## src/rtl/mips_pkg.sv

```systemverilog
// Shared encodings for the MIPS pipeline.
// Writeback select, load type and register constants.
package mips_pkg;

    localparam logic [1:0] WB_SEL_ALU  = 2'b00;
    localparam logic [1:0] WB_SEL_LOAD = 2'b01;
    localparam logic [1:0] WB_SEL_LINK = 2'b10;

    localparam logic [2:0] LD_LW  = 3'b000;
    localparam logic [2:0] LD_LH  = 3'b001;
    localparam logic [2:0] LD_LHU = 3'b010;
    localparam logic [2:0] LD_LB  = 3'b011;
    localparam logic [2:0] LD_LBU = 3'b100;

    localparam logic [4:0] REG_ZERO = 5'd0;

endpackage

```

## src/rtl/load_align.sv

```systemverilog
// Big-endian load extraction and sign/zero extension.
// Purely combinational; alignment faults are trapped upstream.
module load_align
    import mips_pkg::*;
#(
    parameter int DATA_W = 32
) (
    input  logic [2:0]        load_type,
    input  logic [1:0]        addr,
    input  logic [DATA_W-1:0] word,
    output logic [DATA_W-1:0] data
);

    logic [15:0] half;
    logic [7:0]  lane;

    always_comb begin
        half = addr[1] ? word[15:0] : word[31:16];
        lane = word[31:24];
        unique case (addr)
            2'd0: lane = word[31:24];
            2'd1: lane = word[23:16];
            2'd2: lane = word[15:8];
            2'd3: lane = word[7:0];
        endcase
        data = word;
        case (load_type)
            LD_LH:   data = {{(DATA_W-16){half[15]}}, half};
            LD_LHU:  data = {{(DATA_W-16){1'b0}}, half};
            LD_LB:   data = {{(DATA_W-8){lane[7]}}, lane};
            LD_LBU:  data = {{(DATA_W-8){1'b0}}, lane};
            default: data = word;
        endcase
    end

endmodule

```

## src/rtl/writeback_stage.sv

```systemverilog
// MEM/WB pipeline register, writeback select and retire counter.
// Register file writes on negedge, so registered outputs are stable.
module writeback_stage
    import mips_pkg::*;
#(
    parameter int DATA_W = 32,
    parameter int CNT_W  = 32
) (
    input  logic              clock,
    input  logic              Rest,
    input  logic              stall,
    input  logic              flush,
    input  logic              mem_valid,
    input  logic              mem_reg_write,
    input  logic [4:0]        mem_d_addr,
    input  logic [1:0]        mem_wb_sel,
    input  logic [2:0]        mem_load_type,
    input  logic [DATA_W-1:0] mem_alu_result,
    input  logic [DATA_W-1:0] mem_load_data,
    input  logic [DATA_W-1:0] mem_pc_plus4,
    output logic              write_sig,
    output logic [4:0]        d_addr,
    output logic [DATA_W-1:0] writeback_data,
    output logic              wb_valid,
    output logic [CNT_W-1:0]  retired_count
);

    logic              wb_reg_write;
    logic [DATA_W-1:0] load_val;
    logic [DATA_W-1:0] sel_data;

    load_align #(.DATA_W(DATA_W)) u_align (
        .load_type (mem_load_type),
        .addr      (mem_alu_result[1:0]),
        .word      (mem_load_data),
        .data      (load_val)
    );

    always_comb begin
        sel_data = mem_alu_result;
        case (mem_wb_sel)
            WB_SEL_LOAD: sel_data = load_val;
            WB_SEL_LINK: sel_data = mem_pc_plus4 + DATA_W'(4);
            default:     sel_data = mem_alu_result;
        endcase
    end

    always_ff @(posedge clock) begin
        if (Rest) begin
            wb_valid       <= 1'b0;
            wb_reg_write   <= 1'b0;
            d_addr         <= REG_ZERO;
            writeback_data <= '0;
        end else if (flush) begin
            wb_valid     <= 1'b0;
            wb_reg_write <= 1'b0;
        end else if (!stall) begin
            wb_valid       <= mem_valid;
            wb_reg_write   <= mem_reg_write;
            d_addr         <= mem_d_addr;
            writeback_data <= sel_data;
        end
    end

    // An instruction retires when it leaves WB, even if flushed out.
    always_ff @(posedge clock) begin
        if (Rest)
            retired_count <= '0;
        else if (wb_valid && !stall)
            retired_count <= retired_count + CNT_W'(1);
    end

    assign write_sig = wb_valid & wb_reg_write & (d_addr != REG_ZERO);

endmodule

```

## config.mk

```make
export PLATFORM = sky130hd
export DESIGN_NAME = writeback_stage
export DESIGN_NICKNAME = d
export VERILOG_FILES = /design/src/rtl/mips_pkg.sv /design/src/rtl/load_align.sv /design/src/rtl/writeback_stage.sv
export SDC_FILE = /design/constraint.sdc
export NUM_CORES = 1
export LEC_CHECK = 0
export BUFFER_PORTS_ARGS = -buffer_cell sky130_fd_sc_hd__buf_4
export CAP_MARGIN = 20
export CORE_MARGIN = 2
export CORE_UTILIZATION = 36
export CTS_CLUSTER_SIZE = 16
export DETAILED_ROUTE_END_ITERATION = 7
export PLACE_DENSITY = 0.71
export SLEW_MARGIN = 10
export SYNTH_ARGS = -nofsm -noshare
export SYNTH_HDL_FRONTEND = slang
export SYNTH_HIERARCHICAL = 1
export SYNTH_SLANG_ARGS = --single-unit
```

## constraint.sdc

```tcl
create_clock -name clock -period 6.2 [get_ports clock]
set_input_delay 1.86 -clock clock [delete_from_list [all_inputs] [get_ports clock]]
set_output_delay 1.86 -clock clock [all_outputs]
set_load 0.05 [all_outputs]
```

; ---- Word-level counts from Yosys, hierarchy flattened
; Index checks and enable logic that the tools add are counted.
; Widths: inputs -> output; s select.
[totals]
register_bits = 71
latch_bits = 0
ramBits = 0
rom_bits = 0
input_bits = 112
output_inout_bits = 71
elab_cells = 30
memories = 0
[op_classes]
add_sub_neg = 2
multipliers = 0
div = 0
n_lt_le_gt_ge = 0
eq_ne = 9
n_shift = 0
muxes = 4
n_bitwise = 4
reduce_logical = 6
[ops]
columns = op, count
row1 = $pmux 32 s4, 1
row2 = $pmux 32 s2, 1
row3 = $add 32x1->32 const B, 1
row4 = $add 32x3->32 const B, 1
row5 = $pmux 8 s4, 1
row6 = $mux 16, 1
row7 = $eq 2x2->1 const B, 3
row8 = $eq 3x2->1 const B, 2
row9 = $reduce_bool 5->1, 1
row10 = $eq 2x1->1 const B, 2
row11 = $eq 3x1->1 const B, 1
row12 = $eq 3x3->1 const B, 1
row13 = $and 1x1->1, 2
row14 = $logic_not 2->1, 1
row15 = $not 1->1, 2
row16 = $reduce_and 2->1, 1
row17 = $reduce_or 2->1, 1
row18 = $logic_and 1x1->1, 1
row19 = $logic_not 1->1, 1

; ---- Logic depth before layout (Yosys ltp)
; Gate-level depths: netlist of run 1.
[logic_depth]
word_depth = 4
mapped_depth = 10
mapped_depth_nobuf = 8

; ---- By module
; Netlist of run 1, hierarchy kept.
[by_module_without_submodules]
columns = mod, n_inst, cells_each, area_each_um2, seq_area_each_um2
row1 = writeback_stage, 1, 506, 3987.6, 1421.4
row2 = load_align, 1, 143, 998.5, 0.0

; ---- Worst setup path before layout of run 1
; No wires, ideal clock.
[synth_path]
kind = input to register
startpoint = in stall
endpoint = reg retired_count[24]
setup_time_ps = 70
t_arrival_ps = 3431
t_required_ps = 6130
slack_ps = 2699
cell_stages = 8
path_cell_list = buf_6 and4b_1 buf_4 nand2_2 or4_1 clkbuf_2 or3_1 a21oi_1
[synth_via]
elab_chain_len = 2
[synth_rtl]
columns = item, line
row1 = from (decl), writeback_stage.sv:11  ; input logic stall,
row2 = $logic_not 1->1, writeback_stage.sv:69  ; else if (wb_valid && !stall)
row3 = $logic_and 1x1->1, writeback_stage.sv:69
row4 = to (signal assigned), writeback_stage.sv:70  ; retired_count <= retired_count + CNT_W'(1);
row5 = to (decl), writeback_stage.sv:25  ; output logic [CNT_W-1:0] retired_count
; No other way between the ends.
; A chain may end at the register's enable or synchronous reset.

; ---- Worst setup path in the final report of run 1
[layout_path]
startpoint = in mem_alu_result[1]
endpoint = reg writeback_data[14]
[layout_via]
elab_chain_len = 4
elab_cells_between_ends = 8
classes_between = 3 x eq/ne / 4 x mux / 1 x reduce/logical
[layout_rtl]
columns = item, line
row1 = from (decl), writeback_stage.sv:18  ; input logic [DATA_W-1:0] mem_alu_result,
row2 = "$eq 2x2->1, or another cell as far along", load_align.sv:20  ; unique case (addr)
row3 = $pmux 8 s4, load_align.sv:20
row4 = $pmux 32 s4 (*), load_align.sv:27  ; case (load_type)
row5 = via load_val[14], writeback_stage.sv:29  ; logic [DATA_W-1:0] load_val;
row6 = $pmux 32 s2 (*), writeback_stage.sv:41  ; case (mem_wb_sel)
row7 = to (signal assigned), writeback_stage.sv:61  ; writeback_data <= sel_data;
row8 = to (decl), writeback_stage.sv:23  ; output logic [DATA_W-1:0] writeback_data,
; Mark *: on every way through the listed nets, which the timed path passes. The rest lies on a longest branch.

==> PnR_summary.wiki, run 1 <==
{| class="wikitable"
! Metric !! Value
|-
| Result of the run || finished clean
|-
| Max rail drop VDD || 0.000141 V
|-
| Required time of the critical path || 6.38 ns
|-
| Wire length of the first global-routing pass || 27.5 mm
|-
| Critical Path Fanout Max || 25
|-
| Initial drt markers || 616
|-
| Tightest slew margin relative to the limit || 33.9%
|-
| Final count of pins violating max slew || 0
|-
| Average wire length per cell after detail routing || 17.8 um
|-
| Final core utilization || 48.8%
|-
| Slowest Stage Delay on Critical Path || 0.61 ns
|-
| Total of cells resized after clock tree synthesis || 0
|-
| Hpwl dp || 13.0 mm
|-
| Number of buffers created by CTS || 9
|-
| Worst-margin pin slew || 0.990 ns
|-
| RSZ-0062 raised after global routing || false
|-
| Worst path slowest cell || o2111ai_1
|-
| Number of iterations in the first detailed-routing pass || 5
|-
| Cells after synthesis || 649
|-
| Final critical path time including I/O delays and setup || 3.65 ns
|-
| Critical Path Sink Type || flip-flop
|-
| Most area-consuming cells after synthesis || dfxtp_1 (29%), o21ai_0 (5.9%), nand2_1 (5.7%), xor2_1 (4.2%), nor2_1 (3.8%)
|-
| Htree depth || 3
|-
| Share of synthesized registers carrying an async set or reset || 0%
|-
| Nets || 920
|-
| Initial cell density of the core || 36.3%
|-
| Bufs on Longest Clock Path || 2
|-
| Post-cts hold buffer count || 0
|-
| Tot Pwr || 1.33 mW
|-
| Number of diodes added for antenna fixing || 0
|-
| TritonCTS clock tree || done
|-
| Post-synthesis register bit count || 71
|-
| Largest net degree at the start of global routing || 79
|-
| Rows || 43
|-
| Remaining antenna violation count after routing || 0
|-
| Via count || 5662
|-
| Area growth syn-to-layout || 34.2%
|-
| Total track usage || 23.5%
|-
| Area enclosed by the die boundary || 14800 sq um
|-
| Kind of start point of the critical path || primary input
|-
| Hold WC Path Type || flip-flop to flip-flop
|-
| Final RePlAce weighted congestion || 0.934
|-
| Power density over cell area || 199 nW/um^2
|-
| Post-placement setup slack || 2.26 ns
|-
| Leakage Power || 2.78 nW
|-
| Critical path start-end classification || primary input to flip-flop
|-
| Die outline height || 122 um
|-
| Setup total negative slack || 0 ns
|-
| MaxCap Viol Count || 0
|-
| Number of warning messages in the yosys log || 6
|-
| Sequential share of the synthesized area || 28.5%
|-
| Cell-by-cell trace of the critical path || buf_4 -> mux2_4 -> o2111ai_1 -> o31ai_1 -> a221o_1 -> o21ai_0 -> o22ai_1
|-
| Achievable frequency || 0.274 GHz
|-
| Final Instance Count excl. Fillers || 989
|-
| CTS root buffer || clkbuf_16
|-
| Via density per instance || 5.72
|-
| Avg Cell Area, Syn || 7.68 sq um
|-
| Number of global-route vias before repair || 5337
|-
| Netlist cell types || 61
|-
| Post-synthesis net count || 765
|-
| Portion of synthesized cell area occupied by the leading cell type || 28.5%
|-
| Source-to-sink clock delay at the later pin of the worst-skew pair || 0.34 ns
|-
| Endpoint arrival time on the critical path || 3.83 ns
|-
| Post-Synthesis Cell Area || 4990 sq um
|-
| Number of DRC violations after detailed routing || 0
|-
| Layout cell share with drive strength beyond 1 || 28.1%
|-
| Quantity of I/O buffers inserted on ports || 182
|-
| Setup WS post-layout || 2.55 ns
|-
| IO Count || 183
|-
| Antenna violations before repair || 0
|-
| Postcts setup bufs || 0
|-
| Setup violation total in the final timing report || 0
|-
| Final critical-path share of the clock period || 58.9%
|-
| Sinks on Clock Net || 71
|-
| Worst Clk Skew || 0.00953 ns
|-
| CORE AREA || 13700 sq um
|-
| Clock edge transition at the registers on the reported setup and hold paths || 0.06 ns
|-
| Most area-hungry cell type in the Yosys netlist || dfxtp_1
|-
| EDFF count, synth || 0
|-
| Leading register cell type out of synthesis || dfxtp_1
|-
| Placed cell count || 973
|-
| Final wirelength || 17.6 mm
|-
| Most repeated cell in the gate-level netlist after synthesis || nand2_1
|-
| Count of final hold-check violations || 0
|-
| Most used standard cells in the synthesized netlist || nand2_1 (76), dfxtp_1 (71), o21ai_0 (59), nor2_1 (50), a21oi_1 (37)
|-
| Total congestion overflow || 0
|-
| Die Span X || 122 um
|}
[per-layer routing]
metal	track usage [%]	share of wire [%]	vias to the layer above
met5	0	0	-
li1	-	-	2705
met2	38.9	47	313
met1	30.6	41	2611
met4	7.54	2.3	0
met3	4.87	9.4	33
[placed cells by master, fill, tap and decap left out, drive strengths merged, types with 17 or more instances in the layout]
| master | synthesis | final |
|---|---|---|
| a21o | 17 | 17 |
| a21oi | 38 | 38 |
| buf | 16 | 188 |
| dfxtp | 71 | 71 |
| inv | 17 | 21 |
| nand2 | 77 | 77 |
| nand3 | 30 | 30 |
| nor2 | 50 | 50 |
| nor3 | 22 | 22 |
| o21ai | 59 | 59 |
| xnor2 | 20 | 20 |
| xor2 | 24 | 24 |
[area by class of cell]
type                            instances  area, sq um
Inverter                               18         67.6
Clock inverter                          7         60.1
Sequential cell                        71         1420
Fill cell                            1398         7030
Clock buffer                            9          225
Timing Repair Buffer                  188         1410
Multi-Input combinational cell        516         3280
Tap cell                              180          225
[cell families (layout without fill, tap and decap cells)]
group	count (synthesis)	count (layout)	share of synthesized area [%]
compound gates	194	194	25.7
xor+xnor	44	44	7.88
fa+ha+maj	4	4	1.00
buf+inv	62	222	5.77
flops	71	71	28.5
mux	17	17	5.37
simple gates	257	257	25.8
[stage by stage]
step	hold slack [ns]	area, sq um
floorplan	0.503	4990
global placement	0.445	6400
detailed placement	0.450	6400
CTS	0.458	6690
global route	0.482	6690
finish	0.458	6690
[state kept, by name, summed over array words and instances (netlist names)]
register        count
wb_reg_write        1
wb_valid            1
retired_count      32
writeback_data     32
d_addr              5
[report_power, final]
part           switching, mW  internal [mW]
clock                  0.227          0.278
sequential            0.0103          0.473
combinational          0.207          0.134
total                  0.445          0.885
[path summary, 6_finish.rpt]
path | startpoint | endpoint | slack (ns) | cells past startpoint
max reg2reg | retired_count[3] | retired_count[31] | 4.03 | 5
max | mem_alu_result[1] | writeback_data[14] | 2.55 | 7
min | writeback_data[2] | writeback_data[2] | 0.46 | 2
min reg2reg | writeback_data[2] | writeback_data[2] | 0.46 | 2
[worst max-delay path: cells and delay by family]
family,cells,cell delay [ns]
buf+inv,1,0.29
mux,1,0.35
compound gates,5,1.31
Power figures use the tool's default switching activity.
==> run 2, diff against run 1 <==
Clock period 6.2 ns to 3.65 ns, I/O delays scaled along.
==> run 2 against run 1 <==
Design area grew 0.60%. Clock skew fell by 0.0015 ns. Hold slack worse by 0.00050 ns. Global-route usage about the same. First-iteration DRC count shrank 15%. Register-to-register slack got worse by 2.5 ns. Highest routed layer unchanged. Critical endpoint is now writeback_data[13]. Non-clock buffer count grew 6. Combinational power up 72%. Total power increased by 69%. Sequential share of layout area decreased by 0.13 points. Routed wire length grew 0.30%.
==> PnR_summary.wiki, run 2 (synthesis results as in run 1) <==
{| class="wikitable"
! Metric !! Value
|-
| Via count || 5695 (was 5662)
|-
| IO Count || 183 (unchanged)
|-
| Final RePlAce weighted congestion || 0.997 (was 0.934)
|-
| Total congestion overflow || 0 (unchanged)
|-
| Largest regs || retired_count (32), writeback_data (32), d_addr (5) (unchanged)
|-
| Hold WC Path Type || flip-flop to flip-flop (unchanged)
|-
| Post-placement setup slack || 0.534 ns (was 2.26 ns)
|-
| Post-cts hold buffer count || 0 (unchanged)
|-
| Number of iterations in the first detailed-routing pass || 7 (was 5)
|-
| Area growth syn-to-layout || 35.0% (was 34.2%)
|-
| Sinks on Clock Net || 71 (unchanged)
|-
| Required time of the critical path || 3.87 ns (was 6.38 ns)
|-
| Htree depth || 3 (unchanged)
|-
| Critical path start-end classification || primary input to flip-flop (unchanged)
|-
| CORE AREA || 13700 sq um (unchanged)
|-
| Total track usage || 23.5% (about the same)
|-
| Initial cell density of the core || 36.3% (unchanged)
|-
| CTS root buffer || clkbuf_16 (unchanged)
|-
| Final wirelength || 17.6 mm (about the same)
|-
| Critical Path Sink Type || flip-flop (unchanged)
|-
| Final count of pins violating max slew || 0 (unchanged)
|-
| Die Span X || 122 um (unchanged)
|-
| Power density over cell area || 334 nW/um^2 (was 199 nW/um^2)
|-
| Count of final hold-check violations || 0 (unchanged)
|-
| TritonCTS clock tree || done (unchanged)
|-
| Leakage Power || 2.81 nW (was 2.78 nW)
|-
| Setup violation total in the final timing report || 0 (unchanged)
|-
| Hpwl dp || 13.3 mm (was 13.0 mm)
|-
| Area enclosed by the die boundary || 14800 sq um (unchanged)
|-
| Average wire length per cell after detail routing || 17.7 um (was 17.8 um)
|-
| Worst Clk Skew || 0.00808 ns (was 0.00953 ns)
|-
| Postcts setup bufs || 0 (unchanged)
|-
| Via density per instance || 5.72 (about the same)
|-
| Largest net degree at the start of global routing || 45 (was 79)
|-
| Number of diodes added for antenna fixing || 0 (unchanged)
|-
| RSZ-0062 raised after global routing || false (unchanged)
|-
| Quantity of I/O buffers inserted on ports || 182 (unchanged)
|-
| Source-to-sink clock delay at the later pin of the worst-skew pair || 0.34 ns (about the same)
|-
| Max rail drop VDD || 0.000246 V (was 0.000141 V)
|-
| Bufs on Longest Clock Path || 2 (unchanged)
|-
| Fillcell total || 1387 (was 1398)
|-
| Final core utilization || 49.1% (was 48.8%)
|-
| Wire length of the first global-routing pass || 27.1 mm (was 27.5 mm)
|-
| Smallest hold slack || 0.458 ns (about the same)
|-
| Nets || 926 (was 920)
|-
| Layout cell share with drive strength beyond 1 || 28.6% (was 28.1%)
|-
| Critical Path Fanout Max || 25 (unchanged)
|-
| Clock edge transition at the registers on the reported setup and hold paths || 0.06 ns (about the same)
|-
| Kind of start point of the critical path || primary input (unchanged)
|-
| Number of buffers created by CTS || 9 (unchanged)
|-
| Result of the run || finished clean (unchanged)
|-
| Worst-margin pin slew || 0.771 ns (was 0.990 ns)
|-
| Tightest slew margin relative to the limit || 48.2% (was 33.9%)
|-
| Die outline height || 122 um (unchanged)
|-
| Achievable frequency || 0.358 GHz
|-
| Number of DRC violations after detailed routing || 0 (unchanged)
|-
| Final critical path time including I/O delays and setup || 2.79 ns
|-
| Endpoint arrival time on the critical path || 3.01 ns (was 3.83 ns)
|-
| Antenna violations before repair || 0 (unchanged)
|-
| Most common cell after layout, fill and taps aside || buf_4 (unchanged)
|-
| Total of cells resized after clock tree synthesis || 0 (unchanged)
|-
| Remaining antenna violation count after routing || 0 (unchanged)
|-
| Setup total negative slack || 0 ns (unchanged)
|-
| Setup WS post-layout || 0.860 ns (was 2.55 ns)
|-
| Rows || 43 (unchanged)
|-
| Initial drt markers || 523 (was 616)
|-
| Final critical-path share of the clock period || 76.4%
|-
| Number of global-route vias before repair || 5164 (was 5337)
|-
| MaxCap Viol Count || 0 (unchanged)
|-
| Most frequent cells in the layout || buf_4 (194), nand2_1 (76), dfxtp_1 (71), o21ai_0 (59), nor2_1 (49) (was buf_4 (188), nand2_1 (76), dfxtp_1 (71), o21ai_0 (59), nor2_1 (49))
|}
==> run 2: cell types whose count changed in the layout (fill, tap and decap cells not counted) <==
cell	change
buf_4	+6
inv_8	-1
inv_6	-1
clkinvlp_4	-1
clkinv_2	+1
clkinv_4	+2
==> run 2: worst paths after layout <==
check,to,slack (ns),depth (start not counted),startpoint
max,writeback_data[13],0.86,7,mem_alu_result[1]
max reg2reg,retired_count[24],1.55,5,retired_count[13]
min reg2reg,writeback_data[3],0.46,2,writeback_data[3]
min,writeback_data[3],0.46,2,writeback_data[3]
==> run 2: worst max-delay path, cell delays in order <==
cell and delay (ns):
buf_4 0.29, mux2_4 0.35, o2111ai_1 0.56, nand3_1 0.18, a221o_1 0.35, o21ai_0 0.08
o22ai_1 0.10
==> run 2: area by class of cell <==
cell class / count / area [sq um] / area share [%]
well taps: 180 / 225 / 3.35
clock buffers: 9 / 225 / 3.35
clock inverters: 7 / 55.1 / 0.818
multi-input cells: 516 / 3280 / 48.7
flip-flops and latches: 71 / 1420 / 21.1
repair buffers: 194 / 1460 / 21.6
inverters: 18 / 67.6 / 1.00
==> run 2: power by group <==
group | internal (mW) | switching, mW
Sequential | 0.803 | 0.0173
Combinational | 0.232 | 0.355
Clock | 0.466 | 0.372
Total | 1.50 | 0.745
==> run 2: metrics by stage <==
stage / power [mW] / area, sq um / instances
4_1_cts: 2.26 / 6730 / 995
3_3_place_gp: 1.41 / 6450 / 979
3_5_place_dp: 1.42 / 6450 / 979
6_report: 2.25 / 6730 / 995
5_1_grt: 2.34 / 6730 / 995
2_1_floorplan: 1.18 / 4990 / 649
==> run 2: routing by layer <==
metal  wire (um)  track usage (%)  vias to the layer above
met5           0                0                        -
met4         456             9.12                        0
met3        1640             5.71                       33
met2        8120             37.7                      301
met1        7410             30.5                     2637
li1            -                -                     2724
==> run 3, diff against run 2 <==
Clock period 3.65 ns to 2.9 ns, I/O delays scaled along.
==> run 3 against run 2 <==
Via count is 0.21% higher. Clock skew down 0.0014 ns. Utilization is 1.2 points higher. Routed wire length up 2.9%. Sequential power up 25%. Total power increased by 30%. Count of clock-buffer cells in the layout rose by 1. Global-route usage increased by 0.80 points.
==> PnR_summary.wiki, run 3 (synthesis results as in run 1) <==
{| class="wikitable"
! Metric !! Value
|-
| Total of cells resized after clock tree synthesis || 0 (unchanged)
|-
| TritonCTS clock tree || done (unchanged)
|-
| Register share of total power || 35.3% (was 36.5%)
|-
| Worst path slowest cell || o2111ai_1 (unchanged)
|-
| Hold WC Path Type || flip-flop to flip-flop (unchanged)
|-
| Via count || 5707 (was 5695)
|-
| Final critical path time including I/O delays and setup || 2.46 ns
|-
| Initial cell density of the core || 36.3% (unchanged)
|-
| Largest net degree at the start of global routing || 35 (was 45)
|-
| Final critical-path share of the clock period || 84.8%
|-
| Final core utilization || 50.3% (was 49.1%)
|-
| Critical Path Fanout Max || 8 (was 25)
|-
| Area enclosed by the die boundary || 14800 sq um (unchanged)
|-
| Clock edge transition at the registers on the reported setup and hold paths || 0.06 ns (about the same)
|-
| R2r endpoint || retired_count[26] (was retired_count[24])
|-
| Launch instance of the worst register-to-register path || retired_count[13] (unchanged)
|-
| Number of DRC violations after detailed routing || 0 (unchanged)
|-
| Postcts setup bufs || 0 (unchanged)
|-
| Final count of pins violating max slew || 0 (unchanged)
|-
| Max rail drop VDD || 0.000262 V (was 0.000246 V)
|-
| Number of global-route vias before repair || 5202 (was 5164)
|-
| Post-cts hold buffer count || 0 (unchanged)
|-
| Number of diodes added for antenna fixing || 0 (unchanged)
|-
| Total congestion overflow || 0 (unchanged)
|-
| Most common cell after layout, fill and taps aside || buf_4 (unchanged)
|-
| Hpwl dp || 13.9 mm (was 13.3 mm)
|-
| RSZ-0062 raised after global routing || false (unchanged)
|-
| Tightest slew margin relative to the limit || 45.1% (was 48.2%)
|-
| Cell-by-cell trace of the critical path || buf_4 -> mux2_4 -> o2111ai_1 -> o31ai_1 -> a221o_1 -> o21ai_0 -> o22ai_1 (was buf_4 -> mux2_4 -> o2111ai_1 -> nand3_1 -> a221o_1 -> o21ai_0 -> o22ai_1)
|-
| Area of the multi-input gates || 3280 sq um (unchanged)
|-
| Leakage Power || 2.91 nW (was 2.81 nW)
|-
| Nets || 944 (was 926)
|-
| Worst Clk Skew || 0.00666 ns (was 0.00808 ns)
|-
| CTS root buffer || clkbuf_16 (unchanged)
|-
| Number of buffers created by CTS || 9 (unchanged)
|-
| Htree depth || 3 (unchanged)
|-
| CORE AREA || 13700 sq um (unchanged)
|-
| Result of the run || finished clean (unchanged)
|-
| Rows || 43 (unchanged)
|-
| Fraction of power spent switching nets || 32.0% (was 33.2%)
|-
| Portion of total power attributed to combinational logic || 26.1% (about the same)
|-
| Number of iterations in the first detailed-routing pass || 5 (was 7)
|-
| Sinks on Clock Net || 71 (unchanged)
|-
| Worst-case register-to-register setup slack || 0.80 ns (was 1.55 ns)
|-
| Launching element of the worst setup path || mem_alu_result[1] (unchanged)
|-
| Int Power || 1.99 mW (was 1.50 mW)
|-
| Sequential standard cell area || 1420 sq um (unchanged)
|-
| End point of the critical path || writeback_data[14] (was writeback_data[13])
|-
| Endpoint arrival time on the critical path || 2.67 ns (was 3.01 ns)
|-
| Final RePlAce weighted congestion || 0.946 (was 0.997)
|-
| Most frequent cells in the layout || buf_4 (211), nand2_1 (76), dfxtp_1 (71), o21ai_0 (59), nor2_1 (49) (was buf_4 (194), nand2_1 (76), dfxtp_1 (71), o21ai_0 (59), nor2_1 (49))
|-
| Largest regs || retired_count (32), writeback_data (32), d_addr (5) (unchanged)
|-
| Layout cell share with drive strength beyond 1 || 30.0% (was 28.6%)
|-
| Critical Path Sink Type || flip-flop (unchanged)
|-
| Critical path start-end classification || primary input to flip-flop (unchanged)
|-
| Required time of the critical path || 3.11 ns (was 3.87 ns)
|-
| Source-to-sink clock delay at the later pin of the worst-skew pair || 0.34 ns (about the same)
|-
| Net switching power || 938 uW (was 745 uW)
|-
| MaxCap Viol Count || 0 (unchanged)
|-
| Smallest hold slack || 0.455 ns (was 0.458 ns)
|-
| Number of cell instances on the worst register-to-register path || 5 (unchanged)
|-
| Die outline height || 122 um (unchanged)
|-
| Worst-margin pin slew || 0.823 ns (was 0.771 ns)
|-
| Initial drt markers || 555 (was 523)
|-
| Power density over cell area || 425 nW/um^2 (was 334 nW/um^2)
|-
| Antenna violations before repair || 0 (unchanged)
|-
| Setup violation total in the final timing report || 0 (unchanged)
|-
| Total track usage || 24.3% (was 23.5%)
|-
| Setup total negative slack || 0 ns (unchanged)
|-
| Quantity of I/O buffers inserted on ports || 182 (unchanged)
|-
| Fillcell total || 1371 (was 1387)
|-
| Average wire length per cell after detail routing || 17.9 um (was 17.7 um)
|-
| Remaining antenna violation count after routing || 0 (unchanged)
|-
| Slowest Stage Delay on Critical Path || 0.65 ns (was 0.56 ns)
|-
| Via density per instance || 5.63 (was 5.72)
|-
| Bufs on Longest Clock Path || 2 (unchanged)
|-
| Relative contribution of the clock network to total power || 38.6% (was 37.3%)
|-
| Wire length of the first global-routing pass || 27.9 mm (was 27.1 mm)
|-
| Achievable frequency || 0.407 GHz
|-
| Area growth syn-to-layout || 38.3% (was 35.0%)
|-
| Die Span X || 122 um (unchanged)
|-
| Tot Pwr || 2.93 mW (was 2.25 mW)
|-
| Kind of start point of the critical path || primary input (unchanged)
|-
| IO Count || 183 (unchanged)
|-
| Final wirelength || 18.1 mm (was 17.6 mm)
|-
| Count of final hold-check violations || 0 (unchanged)
|}
==> run 3: worst max-delay path, delay by kind of cell <==
kind	cells	cell delay, ns
multiplexers	1	0.32
buffers and inverters	1	0.14
AO/OA/AOI/OAI	5	1.34
==> run 3: worst min-delay path by stage <==
stage                                 start                end  depth (start not counted)
after floorplan                wb_reg_write       wb_reg_write                          2
after global placement    writeback_data[3]  writeback_data[3]                          2
after detailed placement  writeback_data[2]  writeback_data[2]                          2
after CTS                 writeback_data[4]  writeback_data[4]                          2
after global routing      writeback_data[4]  writeback_data[4]                          2
final                     writeback_data[4]  writeback_data[4]                          2
==> run 3: area by class of cell <==
class | count | share of cell area (%)
Tap cell | 180 | 3.27
Inverter | 18 | 0.980
Clock inverter | 6 | 0.998
Timing Repair Buffer | 212 | 23.3
Clock buffer | 10 | 3.32
Sequential cell | 71 | 20.6
Multi-Input combinational cell | 516 | 47.6
==> run 3: layer usage <==
layer / global-route usage (%) / wire, um
met2: 40.4 / 8440
met1: 31.7 / 7630
met4: 7.90 / 400
met5: 0 / 0
met3: 4.59 / 1670
==> run 3: metrics by stage <==
stage / area [sq um] / setup WS (ns) / instances
final: 6900 / 0.442 / 1013
after floorplan: 4990 / 0.389 / 649
after global routing: 6900 / 0.334 / 1013
after CTS: 6900 / 0.482 / 1013
after global placement: 6600 / 0.190 / 997
after detailed placement: 6600 / 0.179 / 997
==> run 3: power by group through the flow <==
stage	sequential (mW)	combinational [mW]	clock (mW)
after detailed placement	1.05	0.752	0
final	1.03	0.764	1.13
after CTS	1.03	0.754	1.15
after global routing	1.04	0.814	1.19
after global placement	1.05	0.753	0
after floorplan	1.17	0.312	0
